`src/rtl/seq_chunk_packer_pkg.sv`:
```
// seq_chunk_packer_pkg: base codes and chunk sizing shared with the PE array controller and PE
`ifndef PE_Array_size
`define PE_Array_size 16
`endif
`define CHUNK_W(n) (2*(n))
package seq_chunk_packer_pkg;
  typedef enum logic [1:0] {BASE_A = 2'b00, BASE_C = 2'b01, BASE_G = 2'b10, BASE_T = 2'b11} base_e;
  localparam int PE_ARRAY_SIZE = `PE_Array_size;
  localparam int BASE_W = 2;
endpackage

```
`src/rtl/seq_chunk_buf.sv`:
```
// seq_chunk_buf: one chunk register with per-lane mask, last flag and full flag
module seq_chunk_buf import seq_chunk_packer_pkg::*; #(
  parameter int PE_NUM = PE_ARRAY_SIZE,
  localparam int LW = $clog2(PE_NUM)
)(
  input  logic                     clk,
  input  logic                     rst_n,
  input  logic                     wr_i,
  input  logic [LW-1:0]            lane_i,
  input  logic [BASE_W-1:0]        base_i,
  input  logic                     last_i,
  input  logic                     ld_i,
  input  logic [BASE_W*PE_NUM-1:0] ld_data_i,
  input  logic [PE_NUM-1:0]        ld_mask_i,
  input  logic                     ld_last_i,
  input  logic                     clr_i,
  output logic [BASE_W*PE_NUM-1:0] data_o,
  output logic [PE_NUM-1:0]        mask_o,
  output logic                     last_o,
  output logic                     full_o
);
  logic [BASE_W*PE_NUM-1:0] data_q;
  logic [PE_NUM-1:0]        mask_q;
  logic                     last_q, full_q;
  // load beats clear so a same-cycle consume and refill keeps the new chunk
  always_ff @(posedge clk) begin
    if (!rst_n || (clr_i && !ld_i)) begin
      data_q <= '0;
      mask_q <= '0;
      last_q <= 1'b0;
      full_q <= 1'b0;
    end else if (ld_i) begin
      data_q <= ld_data_i;
      mask_q <= ld_mask_i;
      last_q <= ld_last_i;
      full_q <= 1'b1;
    end else if (wr_i) begin
      data_q[BASE_W*lane_i +: BASE_W] <= base_i;
      mask_q[lane_i] <= 1'b1;
      last_q <= last_i;
      full_q <= last_i || lane_i == LW'(PE_NUM-1);
    end
  end
  assign data_o = data_q;
  assign mask_o = mask_q;
  assign last_o = last_q;
  assign full_o = full_q;
endmodule

```
`src/rtl/seq_chunk_packer.sv`:
```
// seq_chunk_packer: double-buffered packer of a 2-bit base stream into PE-wide chunks
// SEQ_COUNT_EN adds the saturating seq_len counter port
module seq_chunk_packer import seq_chunk_packer_pkg::*; #(
  parameter int PE_NUM = `PE_Array_size
`ifdef SEQ_COUNT_EN
  , parameter int CNT_W = 16
`endif
)(
  input  logic                          clk,
  input  logic                          rst_n,
  input  logic [1:0]                    base_in,
  input  logic                          base_valid,
  input  logic                          base_last,
  output logic                          base_ready,
  input  logic                          request,
  output logic [`CHUNK_W(PE_NUM)-1:0]   chunk_out,
  output logic [PE_NUM-1:0]             chunk_valid,
  output logic                          chunk_last,
  output logic                          chunk_avail
`ifdef SEQ_COUNT_EN
  , output logic [CNT_W-1:0]            seq_len
`endif
);
  localparam int LW = $clog2(PE_NUM);
  logic                         run_q;
  logic [LW-1:0]                fill_cnt_q, fill_cnt_d;
  logic [`CHUNK_W(PE_NUM)-1:0]  fill_data, out_data, chunk_out_q;
  logic [PE_NUM-1:0]            fill_mask, out_mask, chunk_valid_q;
  logic                         fill_last, fill_full, out_last, out_full, chunk_last_q;
  logic                         accept, consume, move;
  assign base_ready = run_q && !fill_full;
  assign accept = base_valid && base_ready;
  assign consume = request && out_full;
  assign move = fill_full && (!out_full || consume);
  seq_chunk_buf #(.PE_NUM(PE_NUM)) u_fill (
    .clk(clk), .rst_n(rst_n),
    .wr_i(accept), .lane_i(fill_cnt_q), .base_i(base_in), .last_i(base_last),
    .ld_i(1'b0), .ld_data_i('0), .ld_mask_i('0), .ld_last_i(1'b0), .clr_i(move),
    .data_o(fill_data), .mask_o(fill_mask), .last_o(fill_last), .full_o(fill_full)
  );
  seq_chunk_buf #(.PE_NUM(PE_NUM)) u_out (
    .clk(clk), .rst_n(rst_n),
    .wr_i(1'b0), .lane_i('0), .base_i(2'b00), .last_i(1'b0),
    .ld_i(move), .ld_data_i(fill_data), .ld_mask_i(fill_mask), .ld_last_i(fill_last),
    .clr_i(consume),
    .data_o(out_data), .mask_o(out_mask), .last_o(out_last), .full_o(out_full)
  );
  always_comb fill_cnt_d = move ? '0 : accept ? fill_cnt_q + LW'(1) : fill_cnt_q;
  always_ff @(posedge clk) begin
    if (!rst_n) begin
      run_q <= 1'b0;
      fill_cnt_q <= '0;
      chunk_out_q <= '0;
      chunk_valid_q <= '0;
      chunk_last_q <= 1'b0;
    end else begin
      run_q <= 1'b1;
      fill_cnt_q <= fill_cnt_d;
      if (request) begin
        chunk_out_q <= out_full ? out_data : '0;
        chunk_valid_q <= out_full ? out_mask : '0;
        chunk_last_q <= out_full && out_last;
      end
    end
  end
  assign chunk_out = chunk_out_q;
  assign chunk_valid = chunk_valid_q;
  assign chunk_last = chunk_last_q;
  assign chunk_avail = out_full;
`ifdef SEQ_COUNT_EN
  logic [CNT_W-1:0] seq_len_q;
  logic             seq_done_q;
  always_ff @(posedge clk) begin
    if (!rst_n) begin
      seq_len_q <= '0;
      seq_done_q <= 1'b0;
    end else if (accept) begin
      seq_len_q <= seq_done_q ? CNT_W'(1) : &seq_len_q ? seq_len_q : seq_len_q + CNT_W'(1);
      seq_done_q <= base_last;
    end
  end
  assign seq_len = seq_len_q;
`endif
endmodule

```
`config.mk`:
```
export PLATFORM = sky130hd
export DESIGN_NAME = seq_chunk_packer
export DESIGN_NICKNAME = d
export VERILOG_FILES = /design/src/rtl/seq_chunk_packer_pkg.sv /design/src/rtl/seq_chunk_buf.sv /design/src/rtl/seq_chunk_packer.sv
export SDC_FILE = /design/constraint.sdc
export NUM_CORES = 1
export LEC_CHECK = 0
export ABC_AREA = 1
export CORE_MARGIN = 2
export CORE_UTILIZATION = 56
export DETAILED_ROUTE_END_ITERATION = 10
export HOLD_SLACK_MARGIN = 0.05
export PLACE_DENSITY = 0.78
export SLEW_MARGIN = 10
export SYNTH_ARGS = -nofsm -noshare
export SYNTH_HDL_FRONTEND = slang
export SYNTH_SLANG_ARGS = --single-unit
```
`constraint.sdc`:
```
create_clock -name clk -period 2.6 [get_ports clk]
set_input_delay 0.26 -clock clk [delete_from_list [all_inputs] [get_ports clk]]
set_output_delay 0.26 -clock clk [all_outputs]
set_load 0.01 [all_outputs]
```
==> impl_metrics.py <==
metrics = {
    "clocking": {
        "numClockSinks": 154,
        "cts.htree.levels": 4,
        "cts_setup_buffers": 0,
        "ctsResizeCount": 0,
        "path_clk_slew_ns": 0.06,
        "insertion_delay_ns": 0.53,
        "cts_tree": "built",
        "hold_buffers": 0,
        "numCtsBuffers": 17,
        "cts.path.max_buffers": 2,
        "cts_root_buffer": "clkbuf_8",
    },
    "critical_path": {
        "cp.required_ns": 3.02,
        "cp_max_fo": 11,
        "cp.arrival_ns": 2.65,
        "critPathKind": "register to register",
        "worstRegToRegCells": 10,
        "r2r-end": "u_fill.data_o[20]",
        "rr_startpoint": "fill_cnt_q[0]",
        "timing.critical_path.from_type": "register",
        "ff2ff_setup_slack_ns": 0.36,
        "crit_path_end_kind": "register",
    },
    "status": {
        "outcome": "completed",
    },
    "hold_path": {
        "min_from": "rst_n",
        "whs_endpoint": "run_q",
        "min_path_cells": 1,
        "hold_class": "input port to register",
    },
    "timing": {
        "hold_violations": 0,
        "skew_ns": 0.00734,
        "grt_setup_unrepaired": "false",
        "setup_violations": 0,
        "timing.slew.headroom_pct": 60.0,
        "worst_pin_slew_ns": 0.600,
        "min_period_over_period_pct": 86.1,
        "setup_tns_ns": 0,
        "min_period_ns": 2.24,
        "slew_violations": 0,
        "max_freq_mhz": 447,
    },
    "final_layout": {
        "multi_input_area_mm2": 0.00251,
        "area_delta_synth_final_pct": 19.3,
        "layout_common_cells": "nand2_1 (172), dfxtp_1 (154), nor2_1 (108)",
        "drive_above_1_share_pct": 8.80,
        "fillers": 839,
        "diodes": 0,
        "postLayoutCoreUtil_pct": 69.4,
        "mostFrequentLayoutCell": "nand2_1",
        "final_net_count": 846,
        "regArea_mm2": 0.00308,
    },
    "global_route": {
        "track_usage_pct": 25.1,
        "antenna_found_initial": 0,
        "grt_max_degree": 51,
        "overflow": 0,
        "grt_pass1_wl_um": 23100,
        "grt_pass1_vias": 4823,
    },
    "placement": {
        "gp_congestion": 0.893,
        "portBuffers": 57,
        "dp_hpwl_um": 9510,
    },
    "power": {
        "ir_drop_mv": 0.333,
        "comb_power_share_pct": 6.3,
        "p_leak_nw": 2.70,
        "p_seq_share_pct": 49.3,
        "intPower_mw": 3.73,
        "p_sw_share_pct": 23.3,
        "clkPwrFrac_pct": 44.4,
        "power.switching_mw": 1.13,
        "powerDensity_mw_per_mm2": 676,
    },
    "logic_synthesis": {
        "synth.avg_cell_area_um2": 7.67,
        "synth_top_flop_cell": "dfxtp_1",
        "synthCells": 786,
        "yosysSeqAreaShare_pct": 51.1,
        "syn-cell-area_mm2": 0.00603,
        "async_flop_share_pct": 0,
        "synth_cell_types": 29,
        "synth_enable_flop_cells": 0,
        "yosysWarnings": 0,
        "syn_nets": 801,
        "synth-seq-cells": 154,
    },
    "routing": {
        "drt_first_pass_iters": 8,
        "drt_iter0_drc": 405,
        "wl_per_cell_um": 13.9,
        "vias": 5232,
        "drc_errors": 0,
        "vias_per_cell": 5.36,
        "ant_nets": 0,
        "routed_wl_um": 13600,
    },
    "floorplan": {
        "fp-row-count": 37,
        "dieWidth_um": 108,
        "initial_core_util_pct": 58.1,
        "die_h_um": 108,
        "core_area_mm2": 0.0104,
        "num_io_pins": 58,
        "die_area_mm2": 0.0116,
    },
    "run": {
        "max_cap_viol_count": 0,
    },
}
[power by group through the flow]
stage	registers (mW)	clock network, mW	logic (mW)
6_report	2.40	2.16	0.305
5_1_grt	2.40	2.29	0.340
4_1_cts	2.40	2.18	0.304
3_5_place_dp	2.45	0	0.302
3_3_place_gp	2.45	0	0.298
2_1_floorplan	2.44	0	0.237
[cells in the mapped netlist, types with 3 or more instances]
cell | number | area [µm²]
nor2_1 | 108 | 405
inv_1 | 56 | 210
nor3_2 | 7 | 70.1
nand3_1 | 59 | 295
nand2_4 | 3 | 33.8
a21oi_1 | 106 | 531
nand2_1 | 172 | 646
buf_4 | 4 | 30.0
nor2_2 | 3 | 18.8
nor3_1 | 3 | 15.0
o21ai_0 | 31 | 155
ha_1 | 8 | 100
nor2_4 | 7 | 78.8
buf_1 | 3 | 11.3
nand2_2 | 3 | 18.8
clkbuf_1 | 24 | 90.1
a211oi_1 | 7 | 52.6
inv_2 | 8 | 30.0
buf_2 | 9 | 45.0
dfxtp_1 | 154 | 3080
[layout make-up]
cell class | count | share of cell area (%)
clock buffer | 20 | 6.05
tap | 136 | 2.37
timing repair buffer | 68 | 9.26
sequential | 154 | 42.9
multi-input combinational | 524 | 34.9
inverter | 66 | 3.48
clock inverter | 9 | 1.08
[metrics by stage]
stage	total power, mW	hold WS (ns)	area [µm²]	instances	worst slack, ns
2_1_floorplan	2.68	0.288	6030	786	0.641
3_3_place_gp	2.75	0.444	6680	948	0.475
3_5_place_dp	2.75	0.454	6680	948	0.391
4_1_cts	4.88	0.260	7190	977	0.357
5_1_grt	5.03	0.269	7190	977	0.108
6_report	4.86	0.269	7190	977	0.363
[layer usage]
layer	up-vias	global-route usage [%]	routed length (µm)	share of wire [%]
met3	10	6.17	818	6.0
met1	2463	36.0	6460	48
li1	2615	-	-	-
met4	0	6.41	106	0.78
met2	144	38.0	6210	46
met5	-	0	0	0
[cell families (layout without fill, tap and decap cells)]
family	count (synthesis)	after routing	synth area share [%]
fa+ha+maj	8	8	1.66
simple gates	369	369	27.3
buf+inv	108	163	7.24
compound gates	147	147	12.7
flops	154	154	51.1
[critical path, cell delays in order, from the launching register on]
cell and delay, ns:
dfxtp_1 0.58, inv_1 0.28, nand2_1 0.11, nor2_1 0.05, ha_1 0.33, inv_1 0.15
nand3_4 0.16, nor2_1 0.19, inv_1 0.10, nor2_1 0.12, nor2_1 0.06
[registers in the layout (all words and copies together) (netlist names), 4 cells and up]
| signal | count |
|---|---|
| u_out.data_o | 32 |
| fill_cnt_q | 4 |
| u_fill.mask_o | 16 |
| u_fill.data_o | 32 |
| chunk_out | 32 |
| u_out.mask_o | 16 |
| chunk_valid | 16 |
[how the worst max path moves through the flow]
stage	cells after the start	startpoint	end
final	10	fill_cnt_q[0]	u_fill.data_o[20]
after global routing	6	fill_cnt_q[0]	u_fill.data_o[21]
after CTS	10	fill_cnt_q[0]	u_fill.data_o[20]
after detailed placement	12	fill_cnt_q[0]	u_fill.data_o[13]
after global placement	8	fill_cnt_q[0]	u_fill.data_o[24]
after floorplan	8	fill_cnt_q[0]	u_fill.data_o[9]
Power figures use the tool's default switching activity.
